===== src/rtl/debug_console_pkg.sv =====
// Shared constants for the debug console responder: bus addresses, UART state
// encoding and status-word bit positions.
package debug_console_pkg;

   localparam logic [31:0] CON_ADDR  = 32'hF000_00D0;
   localparam logic [31:0] STAT_ADDR = 32'hF000_00D4;
   localparam logic [31:0] HALT_ADDR = 32'hE000_0000;

   typedef enum logic [1:0] {
      UART_IDLE  = 2'd0,
      UART_START = 2'd1,
      UART_DATA  = 2'd2,
      UART_STOP  = 2'd3
   } uart_state_t;

   localparam int STAT_EMPTY     = 0;
   localparam int STAT_FULL      = 1;
   localparam int STAT_BUSY      = 2;
   localparam int STAT_HALT      = 3;
   localparam int STAT_COUNT_LSB = 8;

endpackage


===== src/rtl/debug_console_tx_uart.sv =====
// 8N1 serialiser with a valid/ready byte input; every bit lasts CLK_DIV clocks and
// a queued byte follows the stop bit directly without an idle gap.
module debug_uart_tx
   import debug_console_pkg::*;
#(
   parameter int CLK_DIV = 434
) (
   input  logic       clock_in,
   input  logic       reset,
   input  logic [7:0] byte_data,
   input  logic       byte_valid,
   output logic       byte_ready,
   output logic       tx,
   output logic       busy
);

   localparam int            BW        = $clog2(CLK_DIV);
   localparam logic [BW-1:0] BAUD_LAST = BW'(CLK_DIV - 1);
   localparam logic [BW-1:0] BAUD_ONE  = BW'(1);

   uart_state_t   state_r;
   uart_state_t   state_s;
   logic [BW-1:0] baud_r;
   logic [BW-1:0] baud_s;
   logic [2:0]    bit_r;
   logic [2:0]    bit_s;
   logic [7:0]    shift_r;
   logic [7:0]    shift_s;
   logic          tx_r;
   logic          tx_s;
   logic          baud_end_s;

   assign baud_end_s = (baud_r == BAUD_LAST);
   assign tx         = tx_r;
   assign busy       = (state_r != UART_IDLE);

   // State and datapath registers; reset parks the line high in IDLE
   always_ff @(posedge clock_in) begin
      if (!reset) begin
         state_r <= UART_IDLE;
         baud_r  <= '0;
         bit_r   <= 3'd0;
         shift_r <= 8'h00;
         tx_r    <= 1'b1;
      end else begin
         state_r <= state_s;
         baud_r  <= baud_s;
         bit_r   <= bit_s;
         shift_r <= shift_s;
         tx_r    <= tx_s;
      end
   end

   // Next-state, bit sequencing and the pop handshake towards the FIFO
   always_comb begin
      state_s    = state_r;
      baud_s     = baud_end_s ? '0 : baud_r + BAUD_ONE;
      bit_s      = bit_r;
      shift_s    = shift_r;
      tx_s       = tx_r;
      byte_ready = 1'b0;
      case (state_r)
         UART_IDLE: begin
            baud_s     = '0;
            byte_ready = 1'b1;
            if (byte_valid) begin
               state_s = UART_START;
               shift_s = byte_data;
               tx_s    = 1'b0;
            end else begin
               tx_s = 1'b1;
            end
         end
         UART_START: begin
            if (baud_end_s) begin
               state_s = UART_DATA;
               bit_s   = 3'd0;
               tx_s    = shift_r[0];
            end else begin
               tx_s = 1'b0;
            end
         end
         UART_DATA: begin
            if (baud_end_s) begin
               if (bit_r == 3'd7) begin
                  state_s = UART_STOP;
                  tx_s    = 1'b1;
               end else begin
                  bit_s   = bit_r + 3'd1;
                  shift_s = {1'b0, shift_r[7:1]};
                  tx_s    = shift_r[1];
               end
            end else begin
               tx_s = tx_r;
            end
         end
         UART_STOP: begin
            if (baud_end_s) begin
               byte_ready = 1'b1;
               if (byte_valid) begin
                  state_s = UART_START;
                  shift_s = byte_data;
                  tx_s    = 1'b0;
               end else begin
                  state_s = UART_IDLE;
                  tx_s    = 1'b1;
               end
            end else begin
               tx_s = 1'b1;
            end
         end
         default: begin
            state_s = UART_IDLE;
            tx_s    = 1'b1;
         end
      endcase
   end

endmodule


===== src/rtl/debug_console_tx.sv =====
// Debug console responder: captures one character per console write, inserts
// automatic line breaks, buffers into a FIFO and reports status and end-of-run.
module debug_console_tx
   import debug_console_pkg::*;
#(
   parameter int FIFO_DEPTH = 16,
   parameter int CLK_DIV    = 434,
   parameter int LINE_MAX   = 72
) (
   input  logic        clock_in,
   input  logic        reset,
   input  logic [31:0] address,
   input  logic [31:0] data_write,
   input  logic [3:0]  data_we,
   output logic [31:0] data_read,
   output logic        stall_sig,
   output logic        tx,
   output logic        halt_done
);

   localparam int            AW         = $clog2(FIFO_DEPTH);
   localparam int            PW         = AW + 1;
   localparam logic [PW-1:0] PTR_ONE    = PW'(1);
   localparam logic          WRAP_EN    = (LINE_MAX > 0);
   localparam logic [7:0]    LINE_MAX_B = 8'(LINE_MAX);
   localparam logic [7:0]    LF         = 8'h0A;

   logic [7:0]    fifo_mem_r [FIFO_DEPTH];
   logic [PW-1:0] wr_ptr_r;
   logic [PW-1:0] rd_ptr_r;
   logic [PW-1:0] count_s;
   logic [7:0]    column_r;
   logic [7:0]    char_s;
   logic [7:0]    push_data_s;
   logic [7:0]    head_s;
   logic          armed_r;
   logic          halt_req_r;
   logic          halt_done_r;
   logic          con_wr_s;
   logic          halt_wr_s;
   logic          stat_rd_s;
   logic          empty_s;
   logic          full_s;
   logic          pop_s;
   logic          can_push_s;
   logic          push_s;
   logic          capture_s;
   logic          wrap_need_s;
   logic          uart_ready_s;
   logic          tx_busy_s;
   logic [31:0]   status_s;
   logic          unused_ok_s;

   assign con_wr_s  = (address == CON_ADDR)  && (data_we != 4'h0);
   assign halt_wr_s = (address == HALT_ADDR) && (data_we != 4'h0);
   assign stat_rd_s = (address == STAT_ADDR) && (data_we == 4'h0);
   assign char_s    = data_write[31:24];

   assign count_s = wr_ptr_r - rd_ptr_r;
   assign empty_s = (wr_ptr_r == rd_ptr_r);
   assign full_s  = (wr_ptr_r[AW] != rd_ptr_r[AW]) && (wr_ptr_r[AW-1:0] == rd_ptr_r[AW-1:0]);
   assign head_s  = fifo_mem_r[rd_ptr_r[AW-1:0]];
   assign pop_s   = !empty_s && uart_ready_s;

   // A pop in the same cycle frees the slot, so a full FIFO need not stall then
   assign can_push_s  = !full_s || pop_s;
   assign wrap_need_s = WRAP_EN && (column_r == LINE_MAX_B) && (char_s != LF);
   assign push_s      = con_wr_s && armed_r && can_push_s;
   assign capture_s   = push_s && !wrap_need_s;
   assign push_data_s = wrap_need_s ? LF : char_s;
   assign stall_sig   = con_wr_s && armed_r && (!can_push_s || wrap_need_s);
   assign halt_done   = halt_done_r;
   assign unused_ok_s = ^data_write[23:0];

   // Status word assembled from the bit positions shared with software
   always_comb begin
      status_s                         = 32'h0;
      status_s[STAT_EMPTY]             = empty_s;
      status_s[STAT_FULL]              = full_s;
      status_s[STAT_BUSY]              = tx_busy_s;
      status_s[STAT_HALT]              = halt_req_r;
      status_s[STAT_COUNT_LSB +: 8]    = 8'(count_s);
      if (stat_rd_s) begin
         data_read = status_s;
      end else begin
         data_read = 32'h0;
      end
   end

   // FIFO storage, written at the push pointer
   always_ff @(posedge clock_in) begin
      if (push_s) begin
         fifo_mem_r[wr_ptr_r[AW-1:0]] <= push_data_s;
      end
   end

   // Pointers, line column, capture arming and end-of-run tracking
   always_ff @(posedge clock_in) begin
      if (!reset) begin
         wr_ptr_r    <= '0;
         rd_ptr_r    <= '0;
         column_r    <= 8'h00;
         armed_r     <= 1'b1;
         halt_req_r  <= 1'b0;
         halt_done_r <= 1'b0;
      end else begin
         if (push_s) begin
            wr_ptr_r <= wr_ptr_r + PTR_ONE;
            if (push_data_s == LF) begin
               column_r <= 8'h00;
            end else if (column_r != 8'hFF) begin
               column_r <= column_r + 8'd1;
            end
         end
         if (pop_s) begin
            rd_ptr_r <= rd_ptr_r + PTR_ONE;
         end
         // One character per access: re-arm only after the write strobe drops
         if (capture_s) begin
            armed_r <= 1'b0;
         end else if (!con_wr_s) begin
            armed_r <= 1'b1;
         end
         if (halt_wr_s) begin
            halt_req_r <= 1'b1;
         end
         if (halt_req_r && empty_s && !tx_busy_s) begin
            halt_done_r <= 1'b1;
         end
      end
   end

   debug_uart_tx #(
      .CLK_DIV (CLK_DIV)
   ) u_uart (
      .clock_in   (clock_in),
      .reset      (reset),
      .byte_data  (head_s),
      .byte_valid (!empty_s),
      .byte_ready (uart_ready_s),
      .tx         (tx),
      .busy       (tx_busy_s)
   );

endmodule


===== config.mk =====
export PLATFORM = sky130hd
export DESIGN_NAME = debug_console_tx
export DESIGN_NICKNAME = d
export VERILOG_FILES = /design/src/rtl/debug_console_pkg.sv /design/src/rtl/debug_console_tx_uart.sv /design/src/rtl/debug_console_tx.sv
export SDC_FILE = /design/constraint.sdc
export NUM_CORES = 1
export LEC_CHECK = 0
export CORE_MARGIN = 1.5
export CORE_UTILIZATION = 50
export CTS_CLUSTER_SIZE = 8
export DETAILED_ROUTE_END_ITERATION = 6
export PLACE_DENSITY = 0.8
export SLEW_MARGIN = 5
export SYNTH_ARGS = -nofsm -noshare
export SYNTH_HDL_FRONTEND = slang
export SYNTH_SLANG_ARGS = --single-unit

===== constraint.sdc =====
create_clock -name clock_in -period 2.8 [get_ports clock_in]
set_clock_uncertainty 0.1 [all_clocks]
set_input_delay 0.42 -clock clock_in [delete_from_list [all_inputs] [get_ports clock_in]]
set_output_delay 0.42 -clock clock_in [all_outputs]
set_load 0.02 [all_outputs]

## Word level (Yosys, flattened, before mapping)

Memories as Yosys holds them, arrays and structs flattened. A register that Yosys moved wholly into a read port is not among the register bits.
Index checks and enable logic that the tools add are counted.

| cells by class | value |
|---|---|
| bitwise operators | 1 |
| multiplexer cells | 34 |
| add/sub/neg operators | 6 |
| reduce and logical (&&, ||, !) cells | 31 |
| eq/ne operators | 22 |

Operators with widths:

| cell | number |
|---|---|
| 32-bit equality test, second input constant | 3 |
| 8-bit two-way mux | 7 |
| 8-bit case mux with 3 select lines | 1 |
| 13-bit two-way mux | 1 |
| 1-bit logical AND | 12 |
| 1-bit two-way mux | 11 |
| 5-bit by 1-bit adder with 5-bit output, second input constant | 2 |
| 2-bit two-way mux | 5 |
| 2-bit by 1-bit inequality test with 1-bit output, second input constant | 5 |
| 9-bit by 1-bit adder with 9-bit output, second input constant | 1 |
| 9-bit equality test, second input constant | 1 |
| 3-bit two-way mux | 3 |
| 8-bit by 1-bit adder with 8-bit output, second input constant | 1 |
| 8-bit by 4-bit equality test with 1-bit output, second input constant | 1 |
| 8-bit by 7-bit equality test with 1-bit output, second input constant | 1 |
| 4-bit two-way mux | 2 |
| 8-bit by 4-bit inequality test with 1-bit output, second input constant | 1 |
| 8-bit inequality test, second input constant | 1 |
| 2-bit case mux with 4 select lines | 1 |
| 4-bit AND reduction | 2 |
| 3-bit case mux with 2 select lines | 1 |
| 2-bit nonzero test | 3 |
| 5-bit equality test | 1 |
| 1-bit zero test | 5 |
| 19 further kinds | 22 |

| word-level totals | value |
|---|---|
| bits in registers | 44 |
| memories kept | 1 |
| output and inout bits | 35 |
| RAM bits | 128 |
| bits of input ports | 70 |
| word-level logic and storage cells | 106 |

Memories:

| memory | words | bits a word | read ports | clocked after memory_dff | wr ports | RTL line | text |
|---|---|---|---|---|---|---|---|
| fifo_mem_r | 16 | 8 | 1 | 1 | 1 | debug_console_tx.sv:28 | `logic [7:0] fifo_mem_r [FIFO_DEPTH];` |

## Logic depth before layout (Yosys ltp)

Gate-level depths: netlist of run 1.

| depth | value |
|---|---|
| depth in word-level cells | 8 |
| mapped depth | 8 |
| depth with buffers taken out | 8 |

## Hierarchy

A second synthesis of run 1 with hierarchy kept.

| second synthesis, totals | value |
|---|---|
| cells, all modules | 564 |
| area total of the unflattened synthesis | 7873.8 µm² |

Modules (own cells, without submodules):

| module | sequential area each (µm²) | instances | area each (µm²) | cells each |
|---|---|---|---|---|
| debug_console_tx | 4344.2 | 1 | 6635.1 | 418 |
| debug_uart_tx | 460.4 | 1 | 1238.7 | 146 |

## Worst setup path before layout of run 1

No wires, ideal clock.

| timing path | value |
|---|---|
| path kind | register -> register |
| start | register wr_ptr_r[0] |
| end | memory fifo_mem_r[11][0], enable pin |
| period minus slack after synthesis | 2.767 ns |
| buffers on the path | 1 |
| cell stages (with the launch flop) | 9 |
| data arrival time | 2.335 ns |
| setup time | 0.332 ns |
| path slack | 0.033 ns |
| data required time | 2.368 ns |
| cells stage by stage | dfxtp_1 inv_1 ha_1 and4_1 a211oi_2 a21o_1 and2_1 buf_2 and3_1 |

| between the ends | value |
|---|---|
| word-level cells in the longest chain between the ends | 7 |
| elaborated cells between the ends (all ways) | 10 |
| classes of those cells | eq/ne (2); mux (2); reduce/logical (6) |

RTL lines:

| what | RTL line | text |
|---|---|---|
| from (decl) | debug_console_tx.sv:29 | `logic [PW-1:0] wr_ptr_r;` |
| from (signal assigned) | debug_console_tx.sv:108 | `wr_ptr_r <= wr_ptr_r + PTR_ONE;` |
| 5-bit equality test or 4-bit equality test (tied branches) | debug_console_tx.sv:60, debug_console_tx.sv:61 |  |
| 1-bit zero test or 1-bit logical AND (tied branches) | n/a |  |
| 1-bit logical AND or 1-bit zero test (tied branches) | debug_console_tx.sv:63, debug_console_tx.sv:66 |  |
| 1-bit logical OR | debug_console_tx.sv:66 | `assign can_push_s = !full_s \|\| pop_s;` |
| 1-bit logical AND | debug_console_tx.sv:68 | `assign push_s = con_wr_s && armed_r && can_push_s;` |
| 1-bit two-way mux | debug_console_tx.sv:92 | `if (push_s) begin` |
| 1-bit two-way mux (implied by the code) | debug_console_tx.sv:93 | `fifo_mem_r[wr_ptr_r[AW-1:0]] <= push_data_s;` |
| to (decl) | debug_console_tx.sv:28 |  |

Several ways; a longest one is shown, not always the timed one.

## Final worst setup path of run 1

| timing path | value |
|---|---|
| start | input port address[21] |
| end | memory fifo_mem_r[6][3], enable pin |

| between the ends | value |
|---|---|
| word-level cells in the longest chain between the ends | 6 |

RTL lines:

| what | RTL line | text |
|---|---|---|
| from (decl) | debug_console_tx.sv:12 | `input logic [31:0] address,` |
| 32-bit equality test | debug_console_tx.sv:54 | `assign con_wr_s = (address == CON_ADDR) && (data_we != 4'h0);` |
| 1-bit logical AND | debug_console_tx.sv:54 |  |
| 1-bit logical AND (2 in a row) | debug_console_tx.sv:68 |  |
| 1-bit two-way mux | debug_console_tx.sv:92 |  |
| 1-bit two-way mux (implied by the code) | debug_console_tx.sv:93 |  |

Every way passes these cells.

==> impl_results.md, run 1 <==
* Final Cell Area at just under 10,000 um^2
* CP max-delay cell: or4b_4
* Antenna violations before repair at 1
* Port buffer count at 57
* TritonCTS clock tree: done
* Critical path endpoint category: register
* Proportion of layout cells with a drive suffix above 1 at 0.229
* GRT Total Usage at 0.219
* Reg2Reg Depth at 10
* WS Path Type: in2reg
* Synth Flop Type: edfxtp_1
* Final min period at between 2 and 3 ns
* Seq/Total Area, Yosys at 0.597
* CP max stage delay at 0.54 ns
* Post-synth top cells: edfxtp_1 (128), dfxtp_1 (48), mux4_2 (38), nor2_1 (38), nand2_1 (35)
* Cell Chain, Critical Path: clkdlybuf4s50_1 > or4b_4 > nor4_4 > buf_4 > and4bb_2 > and2_1 > buf_12 > and3_1 > buf_12
* Reg2Reg Setup Slack at 0.23 ns
* Worst VDD drop at roughly 0.00045 V
* Warnings from Yosys at 0
* Htree depth at 4
* CTS Buf Count at 17
* CTS Hold Bufs at 0
* Max_slew headroom at 0.547
* Unrepaired setup endpoints after global routing: no
* Post-route DRC at 0
* Vert. Die Dim at 130 um
* Post-Syn Area at between 8000 and 9000 um^2
* Overall Power at between 5 and 6 mW
* Fmax at between 0.3 and 0.4 GHz
* Vias at approximately 5,300
* Synth cell types at slightly below 70
* CP Max Fanout at 17
* Number of global-route vias before repair at about 5,200
* Syn_area_per_cell at ~14 um^2
* CTS Sinks at 176
* Ys async rst share at 0
* Insertion delay to the later sink of the worst-skew pair at about 0.43 ns
* Final core utilization at 0.630
* Worst-Margin Slew at just under 0.7 ns
* Routed wire length at roughly 18 mm
* Number of synthesized flops with an enable pin at ~130
* Top-count cell post-synth: edfxtp_1
* Crit start category: input port
* Synth area leaders: edfxtp_1 (48%), dfxtp_1 (12%), mux4_2 (11%)
* Largest net degree at the start of global routing at 33
* Fill cell total of the finished layout at 1,107
* Pwr Density at about 560 nW/um^2
* Worst Path Arrival at approximately 2.8 ns
* 1st-iter DRT viols at 486
* Total I/O pin count at around 110
* DP Area at just over 9000 um^2
* Worst slack, placed at -0.504 ns
* Crit path to: fifo_mem_r[6][3]
* Fin. max-slew vios at 0
* Crit share post-route at 0.977
* Final Setup Violations at 0
* Yosys reg bits at around 180
* Root Driver: clkbuf_16
* Final global-route overflow total at 0
* Top cell type's share of synthesized area at 0.478
* DIE AREA at roughly 17,000 um^2
* Worst path buffer plus inverter count at 4
* Detail Route Antenna Nets at 0
* Number of diodes at 0
* HPWL Detailed at 12.0 mm
* RR Startpoint: rd_ptr_r[2]
* Syn Inst Count at 581
* Critical path's top delay family: simple AND/OR/NAND/NOR gates
* Pleak at 3.43 nW
* CP startpoint: address[21]
* # rows at 46
* Die span in x at between 100 and 150 um
* Routed vias/inst at about 5.8
* Post-route setup slack at 0.0632 ns
* Worst hold slack at between 0.3 and 0.4 ns
* Core footprint at 15,800 um^2
* WP depth at 9
* FF-to-FF End: fifo_mem_r[6][3]
* Yosys top cell by area: edfxtp_1
* DR WL/cell at 19.2 um
* Max-Cap Viols at 0
* HP Class: reg2reg
* Hold violation count in the final report at 0
* GP Congestion at between 0.9 and 1
* Most frequent CP cell: buf_12
* HP Start: u_uart.baud_r[0]
* Starting Density at 0.510
* Worst path required time at ~2.9 ns
* Reg clk slew, reported paths at 0.06 ns
* First-pass GRT wire length at around 27 mm
* Drt first pass iters at 5
* Status: finished clean
* CTS max path bufs at 2
* Net count, final at just under 800
* Layout Area Growth over Synthesis at 23.5%
[metrics by stage]
stage	setup TNS, ns	cells
floorplan	0	603
global placement	-46.29	886
detailed placement	-61.18	886
CTS	0	919
global route	0	919
finish	0	919
[power by group]
part / internal (mW) / switching [mW]
Combinational: 0.179 / 0.234
Clock: 1.32 / 0.979
Sequential: 2.81 / 0.0189
[per-layer routing]
layer / global-route usage / part of all wire / vias to the layer above
met2: 0.368 / 0.52 / 221
met4: 0.0837 / 0.022 / 0
met5: 0 / 0 / -
li1: - / - / 2414
met1: 0.276 / 0.40 / 2638
met3: 0.0562 / 0.057 / 30
[cell usage in the layout (no fill, tap or decap), types with 4 or more instances in the layout]
| master | Yosys | routed |
|---|---|---|
| a211oi_1 | 8 | 8 |
| a21o_1 | 5 | 5 |
| a21oi_1 | 25 | 25 |
| a311oi_1 | 6 | 6 |
| a31oi_1 | 5 | 5 |
| and2_1 | 15 | 15 |
| and3_1 | 20 | 14 |
| and3_4 | 0 | 6 |
| buf_12 | 0 | 18 |
| buf_2 | 4 | 9 |
| buf_4 | 23 | 34 |
| clkbuf_16 | 0 | 17 |
| clkdlybuf4s50_1 | 0 | 44 |
| conb_1 | 1 | 23 |
| dfxtp_1 | 48 | 45 |
| edfxtp_1 | 128 | 128 |
| ha_1 | 19 | 18 |
| inv_1 | 19 | 19 |
| mux2i_1 | 7 | 7 |
| mux4_2 | 38 | 38 |
| nand2_1 | 35 | 35 |
| nand2b_1 | 9 | 9 |
| nand3_1 | 19 | 19 |
| nand4_1 | 8 | 8 |
| nor2_1 | 38 | 36 |
| nor2b_1 | 5 | 4 |
| nor4_1 | 6 | 5 |
| o21ai_0 | 5 | 5 |
| xnor2_1 | 12 | 12 |
| xor2_1 | 4 | 4 |
[layout make-up]
class	count	area [um^2]	area share
flip-flops and latches	176	4810	0.484
clock inverters	12	134	0.0135
inverters	20	75.1	0.00756
repair buffers	108	1140	0.115
multi-input cells	367	3070	0.309
well taps	216	270	0.0272
clock buffers	20	437	0.0440
[worst reg2reg max path, delay by kind of cell, from the launching register on]
kind,cells,cell delay (ns)
AOI/OAI and AO/OA,2,0.42
buffers and inverters,4,0.52
adders and majority gates,1,0.29
DFF,1,0.34
and+or+nand+nor,3,0.61
[worst min path at each step]
stage	end	slack (ns)	depth (start not counted)
after floorplan	u_uart.baud_r[0]	0.34	1
after global placement	u_uart.baud_r[0]	0.36	1
after detailed placement	u_uart.baud_r[0]	0.38	1
after CTS	u_uart.baud_r[0]	0.38	1
after global routing	u_uart.shift_r[3]	0.40	2
final	u_uart.baud_r[0]	0.38	1
[logic make-up (layout without fill, tap and decap cells)]
logic type,count (synthesis),after routing,synth area share
AO/OA/AOI/OAI,74,74,0.0639
buffers and inverters,60,160,0.0400
XOR/XNOR,16,16,0.0174
flip-flops,176,176,0.597
other,1,23,0.000466
multiplexers,46,46,0.117
adder cells (fa/ha/maj),20,20,0.0321
AND/OR/NAND/NOR,188,188,0.132
[repair_timing]
item	CTS	global route
buffers inserted	1	0
pin swaps	1	6
hold endpoints to repair	0	0
gates resized for setup	41	22
setup endpoints to repair	138	47
[flip-flops by register name, indices dropped and copies added (netlist names), named ones only]
name / flops
column_r: 8
u_uart.baud_r: 9
armed_r: 1
halt_req_r: 1
wr_ptr_r: 5
u_uart.bit_r: 3
fifo_mem_r: 128
u_uart.tx: 1
u_uart.state_r: 2
halt_done: 1
u_uart.shift_r: 8
rd_ptr_r: 5
Note: power is estimated with default switching activity, not from simulation.
==> run 2, diff against run 1 <==
Settings changed: CELL_PAD_IN_SITES_DETAIL_PLACEMENT set to 0, CELL_PAD_IN_SITES_GLOBAL_PLACEMENT set to 2, CORE_UTILIZATION 50 to 35, SYNTH_HIERARCHICAL set to 1.
==> run 2 against run 1 <==
Effect of this change: sequential share of layout area barely moved; flip-flop and latch count did not move; synthesized cell count fell by 2.9%; critical path type is now reg2reg; synthesized area fell by 2.1%; sequential power barely moved.
==> impl_results.md, run 2 <==
* Layout Area Growth over Synthesis at 26.1% (was 23.5%)
* Simple-gate share of the synthesized area at 0.116 (was 0.132)
* Routed wire length at 16.8 mm (was 17.7 mm)
* Unrepaired setup endpoints after global routing: yes (was no)
* DP Area at 9280 um^2 (was 9320 um^2)
* Final min period at 2.78 ns (was 2.74 ns)
* Final core utilization at 0.452 (was 0.630)
* Post-Synth XOR/XNOR Area at 0.0178 (was 0.0174)
* Htree depth at 4 (unchanged)
* First-pass GRT wire length at 26.7 mm (was 27.3 mm)
* Yosys reg bits at 176 (unchanged)
* Top-count cell post-synth: edfxtp_1 (unchanged)
* Starting Density at 0.359 (was 0.510)
* HP Start: u_uart/shift_r[6] (was u_uart.baud_r[0])
* Final Setup Violations at 0 (unchanged)
* Syn Inst Count at 564 (was 581)
* Seq/Total Area, Yosys at 0.610 (was 0.597)
* Worst hold slack at 0.378 ns (was 0.381 ns)
* Drt first pass iters at 7 (was 5)
* HP Class: reg2reg (unchanged)
* Proportion of layout cells with a drive suffix above 1 at 0.255 (was 0.229)
* Port buffer count at 57 (unchanged)
* Commonest non-fill, non-tap cells in the layout: edfxtp_1 (128), clkdlybuf4s50_1 (47), dfxtp_1 (44) (was edfxtp_1 (128), dfxtp_1 (45), clkdlybuf4s50_1 (44))
* Mux cell area share after synthesis at 0.123 (was 0.117)
* Number of global-route vias before repair at 4,955 (was 5,165)
* Worst Path Arrival at 2.82 ns (was 2.79 ns)
* Final Cell Area at 9930 um^2 (about the same)
* Crit share post-route at 0.993 (was 0.977)
* Worst VDD drop at 0.000356 V (was 0.000445 V)
* Net count, final at 764 (was 780)
* 1st-iter DRT viols at 404 (was 486)
* WS Path Type: reg2reg (was in2reg)
* Largest family of logic cells by synthesized area: multiplexers (was simple AND/OR/NAND/NOR gates)
* CTS Hold Bufs at 0 (unchanged)
* Most common cell after layout, fill and taps aside: edfxtp_1 (unchanged)
* GRT Total Usage at 0.150 (was 0.219)
* Crit start category: register (was input port)
* GP Congestion at 0.791 (was 0.913)
* Total I/O pin count at 105 (unchanged)
* Post-Syn Area at 7870 um^2 (was 8040 um^2)
* CTS Buf Count at 17 (unchanged)
* TritonCTS clock tree: done (unchanged)
* Die span in x at 153 um (was 130 um)
* CP Max Fanout at 8 (was 17)
* RR Startpoint: u_uart/baud_r[6] (was rd_ptr_r[2])
* HPWL Detailed at 12.0 mm (about the same)
* Adder-Cell Fraction of Synth Area at 0.0343 (was 0.0321)
* Number of synthesized flops with an enable pin at 128 (unchanged)
* Critical path endpoint category: register (unchanged)
* Warnings from Yosys at 6 (was 0)
* Routed vias/inst at 5.12 (was 5.77)
* Pleak at 3.28 nW (was 3.43 nW)
* CTS max path bufs at 2 (unchanged)
* Post-synthesis compound-gate area fraction at 0.0534 (was 0.0639)
* Pwr Density at 557 nW/um^2 (was 558 nW/um^2)
* Final global-route overflow total at 0 (unchanged)
* Vert. Die Dim at 153 um (was 130 um)
* Fin. max-slew vios at 0 (unchanged)
* DIE AREA at 23,400 um^2 (was 16,900 um^2)
* # rows at 54 (was 46)
* Root Driver: clkbuf_16 (unchanged)
* Reg clk slew, reported paths at 0.07 ns (was 0.06 ns)
* Detail Route Antenna Nets at 0 (unchanged)
* Overall Power at 5.53 mW (was 5.54 mW)
* Top cell type's share of synthesized area at 0.488 (was 0.478)
* Status: finished clean (unchanged)
* Max reg flops at 128 (unchanged)
* CP startpoint: u_uart/baud_r[6] (was address[21])
* Worst path required time at 2.84 ns (was 2.85 ns)
* DR WL/cell at 17.4 um (was 19.2 um)
* Synth area leaders: edfxtp_1 (49%), dfxtp_1 (12%), mux4_2 (11%) (was edfxtp_1 (48%), dfxtp_1 (12%), mux4_2 (11%))
* Insertion delay to the later sink of the worst-skew pair at 0.43 ns (about the same)
* Antenna violations before repair at 0 (was 1)
* Hold violation count in the final report at 0 (unchanged)
* Synth cell types at 55 (was 68)
* Fmax at 0.360 GHz (was 0.365 GHz)
* Syn_area_per_cell at 14.0 um^2 (was 13.8 um^2)
* Vias at 4,937 (was 5,303)
* Worst-Margin Slew at 0.805 ns (was 0.676 ns)
* Number of diodes at 0 (unchanged)
* Post-route DRC at 0 (unchanged)
* Max_slew headroom at 0.463 (was 0.547)
* Max-Cap Viols at 0 (unchanged)
* Synth Flop Type: edfxtp_1 (unchanged)
* Core footprint at 22,000 um^2 (was 15,800 um^2)
* Largest net degree at the start of global routing at 33 (unchanged)
* Ys async rst share at 0 (unchanged)
* CTS Sinks at 176 (unchanged)
* Yosys top cell by area: edfxtp_1 (unchanged)
* Post-synth top cells: edfxtp_1 (128), nor2_1 (49), dfxtp_1 (48), mux4_2 (40), a21oi_1 (29) (was edfxtp_1 (128), dfxtp_1 (48), mux4_2 (38), nor2_1 (38), nand2_1 (35))
-- run 2: kinds of logic (layout without fill, tap and decap cells) --
group,after synthesis,after routing
mux,47,47
buf+inv,66,165
flops,176,176
other cells,1,23
compound gates,69,69
xor+xnor,16,16
fa+ha+maj,21,21
simple gates,168,168
-- run 2: repair_timing --
item,in CTS,in global routing
gates resized for setup,20,45
endpoints found under the setup margin,139,146
setup buffers,0,2
pin swaps,1,9
-- run 2: final timing paths --
path / slack [ns] / depth (start not counted) / endpoint
worst max register to register: 0.02 / 10 / fifo_mem_r[2][3]
worst min register to register: 0.38 / 2 / u_uart/shift_r[6]
worst max-delay path: 0.02 / 10 / fifo_mem_r[2][3]
worst min-delay path: 0.38 / 2 / u_uart/shift_r[6]
-- run 2: metal layers --
layer  global-route usage  up-vias  share of wire
met3               0.0258       12          0.036
met2                0.255      108           0.51
met4               0.0495        0          0.012
met1                0.196     2488           0.44
li1                     -     2329              -
met5                    0        -              0
-- run 2: final cells by class --
class,instances,area (um^2)
repair buffers,112,1140
fillers,1931,12000
multi-input cells,344,3000
clock inverters,13,118
well taps,280,350
flip-flops and latches,176,4810
inverters,22,82.6
clock buffers,18,429
-- run 2: report_power, final --
group	total, mW	internal (mW)	switching, mW
Sequential	2.82	2.81	0.0167
Combinational	0.459	0.229	0.230
Clock	2.24	1.17	1.07
Total	5.53	4.21	1.32
-- run 2: critical path: stages, from the launching register on --
cell      delay [ns]
dfxtp_2         0.32
or2_4           0.25
nor4_4          0.30
nand2_2         0.10
a21oi_4         0.19
inv_2           0.06
a311oi_2        0.32
and4_4          0.37
nand2_4         0.10
nor3_4          0.21
buf_12          0.16
-- run 2: per-stage QoR --
stage	TNS, ns	setup slack, ns	cells
2_1_floorplan	0	0.0335	586
3_3_place_gp	-25.19	-0.328	932
3_5_place_dp	-26.52	-0.347	932
4_1_cts	-3.54	-0.0791	963
5_1_grt	-4.73	-0.122	965
6_report	0	0.0193	965
==> RTL edit, RTL diff (flow settings as in run 1) <==
The parameter `FIFO_DEPTH` goes from 16 to 8.
--- a/src/rtl/debug_console_tx.sv
+++ b/src/rtl/debug_console_tx.sv
@@ -3,7 +3,7 @@
 module debug_console_tx
    import debug_console_pkg::*;
 #(
-   parameter int FIFO_DEPTH = 16,
+   parameter int FIFO_DEPTH = 8,
    parameter int CLK_DIV    = 434,
    parameter int LINE_MAX   = 72
 ) (
Function: no difference found for any inputs over 10 cycles, from zero or initial values and one cycle with reset low; that may be too few to reach the edited logic, so the function may still have changed.
==> RTL edit against run 1 <==
  * Synthesized cell count down 25%
  * Via count down 32%
  * Maximum frequency is 0.28% lower
  * Routed wire length decreased by 38%
  * Area after synthesis shrank 35%
  * Global-route usage decreased by 1.7 points
  * Sequential power down 40%
  * Setup slack got worse by 0.0076 ns
  * Sequential cell count down 67
  * Combinational power down 48%
  * Non-clock buffer count fell by 9
  * Power fell by 49%
  * Design area is 35% lower
==> RTL edit: results (changes against run 1) <==
cells taking the most area after synthesis edfxtp_1 (37%), dfxtp_1 (17%), mux4_2 (6.9%); max FFs per register 64 (-50%); reg2reg path depth 8 (-2); EDFF count, synth 64 (-50%); initial DRC count 199 (-59%); nets@finish 614 (-21%); worst rel slew slack 0.481 (-0.0656); gr usage total 0.202 (-0.0172); area post-placement 6110 um2 (-34%); P_leak 2.31 nW (-33%); vias per cell 5.40 (-6.4%); status completed; register area share after synthesis 0.540 (-0.0570); critical path's slowest cell or4_4; fillers 764 (-31%); post-synthesis cell count 435 (-25%); R2R Path Start u_uart.baud_r[0]$_SDFF_PP0_; I/O Buffers 56 (-1.8%); share of layout cells above drive strength 1 0.235 (+0.00550); post-synth cell types 62 (-8.8%); Clock Path Buffers 2 (unchanged); first-pass GRT wire length 17,400 um (-36%); CP peak stage delay 0.56 ns (+0.02 ns); CTS Buf Count 9 (-8); worst-path fanout max 8 (-9); WL final 10,900 um (-38%); Routability Congestion 0.799 (-13%); hold depth 2 (+1); DPL Wire Length 7750 um (-36%); Hold EP u_uart.shift_r[4]$_SDFFE_PN0P_; synth cell count leaders edfxtp_1 (64), dfxtp_1 (45), nor2_1 (38); initial antenna violation count 0 (-1); NetSw 675 uW (-45%); RR Endpoint fifo_mem_r[0][2]$_DFFE_PP_; hold path start u_uart.shift_r[4]$_SDFFE_PN0P_; dpl cells 650 (-27%); Clock transition at path regs 0.10 ns (+0.04 ns); peak supply drop 0.210 mV (-53%); vias 3,613 (-32%); worst-skew pair later-pin latency 0.37 ns (-0.06 ns); H-tree depth 3 (-1)
-- RTL edit: cell types whose count changed in the layout (fill, tap and decap cells not counted), sizes merged, moves of 8 or more --
cell / run 1 / this run
clkbuf: 20 / 10
edfxtp: 128 / 64
clkdlybuf4s50: 44 / 34
and2: 17 / 8
and3: 22 / 3
mux4: 38 / 16
buf: 61 / 52
nand2b: 9 / 1
a21oi: 25 / 16
a211oi: 9 / 0
-- RTL edit: power groups by stage --
| stage | registers (mW) | logic [mW] | clock network, mW |
|---|---|---|---|
| floorplan | 1.74 | 0.134 | 0 |
| global placement | 1.74 | 0.202 | 0 |
| detailed placement | 1.74 | 0.208 | 0 |
| CTS | 1.70 | 0.213 | 0.935 |
| global route | 1.71 | 0.231 | 0.995 |
| finish | 1.70 | 0.213 | 0.922 |
-- RTL edit: what timing repair did --
action / CTS / global route
resized for setup: 79 / 22
gates cloned: 0 / 1
endpoints found under the setup margin: 27 / 66
setup buffers: 1 / 1
pin swaps: 9 / 13
-- RTL edit: logic make-up after synthesis --
logic type	synth area share
compound gates	0.0647
fa+ha+maj	0.0398
flops	0.540
other cells	0.000718
mux	0.0961
simple gates	0.172
buf+inv	0.0599
xor+xnor	0.0268
-- RTL edit: layout make-up --
type / instances / area share
Multi-Input combinational cell: 296 / 0.361
Timing Repair Buffer: 99 / 0.140
Tap cell: 136 / 0.0262
Sequential cell: 109 / 0.435
Clock inverter: 6 / 0.00868
Inverter: 13 / 0.00752
Clock buffer: 10 / 0.0212
-- RTL edit: critical path, delay by kind of cell --
kind | cells | cell delay [ns]
buf+inv | 3 | 0.75
simple gates | 5 | 1.55
-- RTL edit: worst max path at each step --
stage	startpoint	end	slack, ns	depth (start not counted)
after CTS	u_uart.baud_r[0]$_SDFF_PP0_	stall_sig	0.0006	7
after floorplan	address[5]	fifo_mem_r[4][0]$_DFFE_PP_	-0.19	6
after global routing	address[14]	fifo_mem_r[0][2]$_DFFE_PP_	-0.02	8
after global placement	address[5]	data_read[0]	-0.51	8
after detailed placement	address[18]	data_read[11]	-0.57	8
final	address[14]	fifo_mem_r[0][2]$_DFFE_PP_	0.06	8
-- RTL edit: metrics by stage --
stage	power, mW	TNS (ns)	utilization
after floorplan	1.88	-6.71	-
after global placement	1.94	-26.77	0.597
after detailed placement	1.95	-30.48	0.597
after CTS	2.85	0	0.626
after global routing	2.93	-0.101	0.634
final	2.84	0	0.634
-- RTL edit: layer usage --
layer  part of all wire  vias to the layer above  wire length, um  track usage
met3              0.038                       10              420       0.0337
met2               0.53                       92             5820        0.357
met1               0.42                     1778             4580        0.244
met4              0.011                        0              117       0.0832
li1                   -                     1733                -            -
met5                  0                        -                0            0
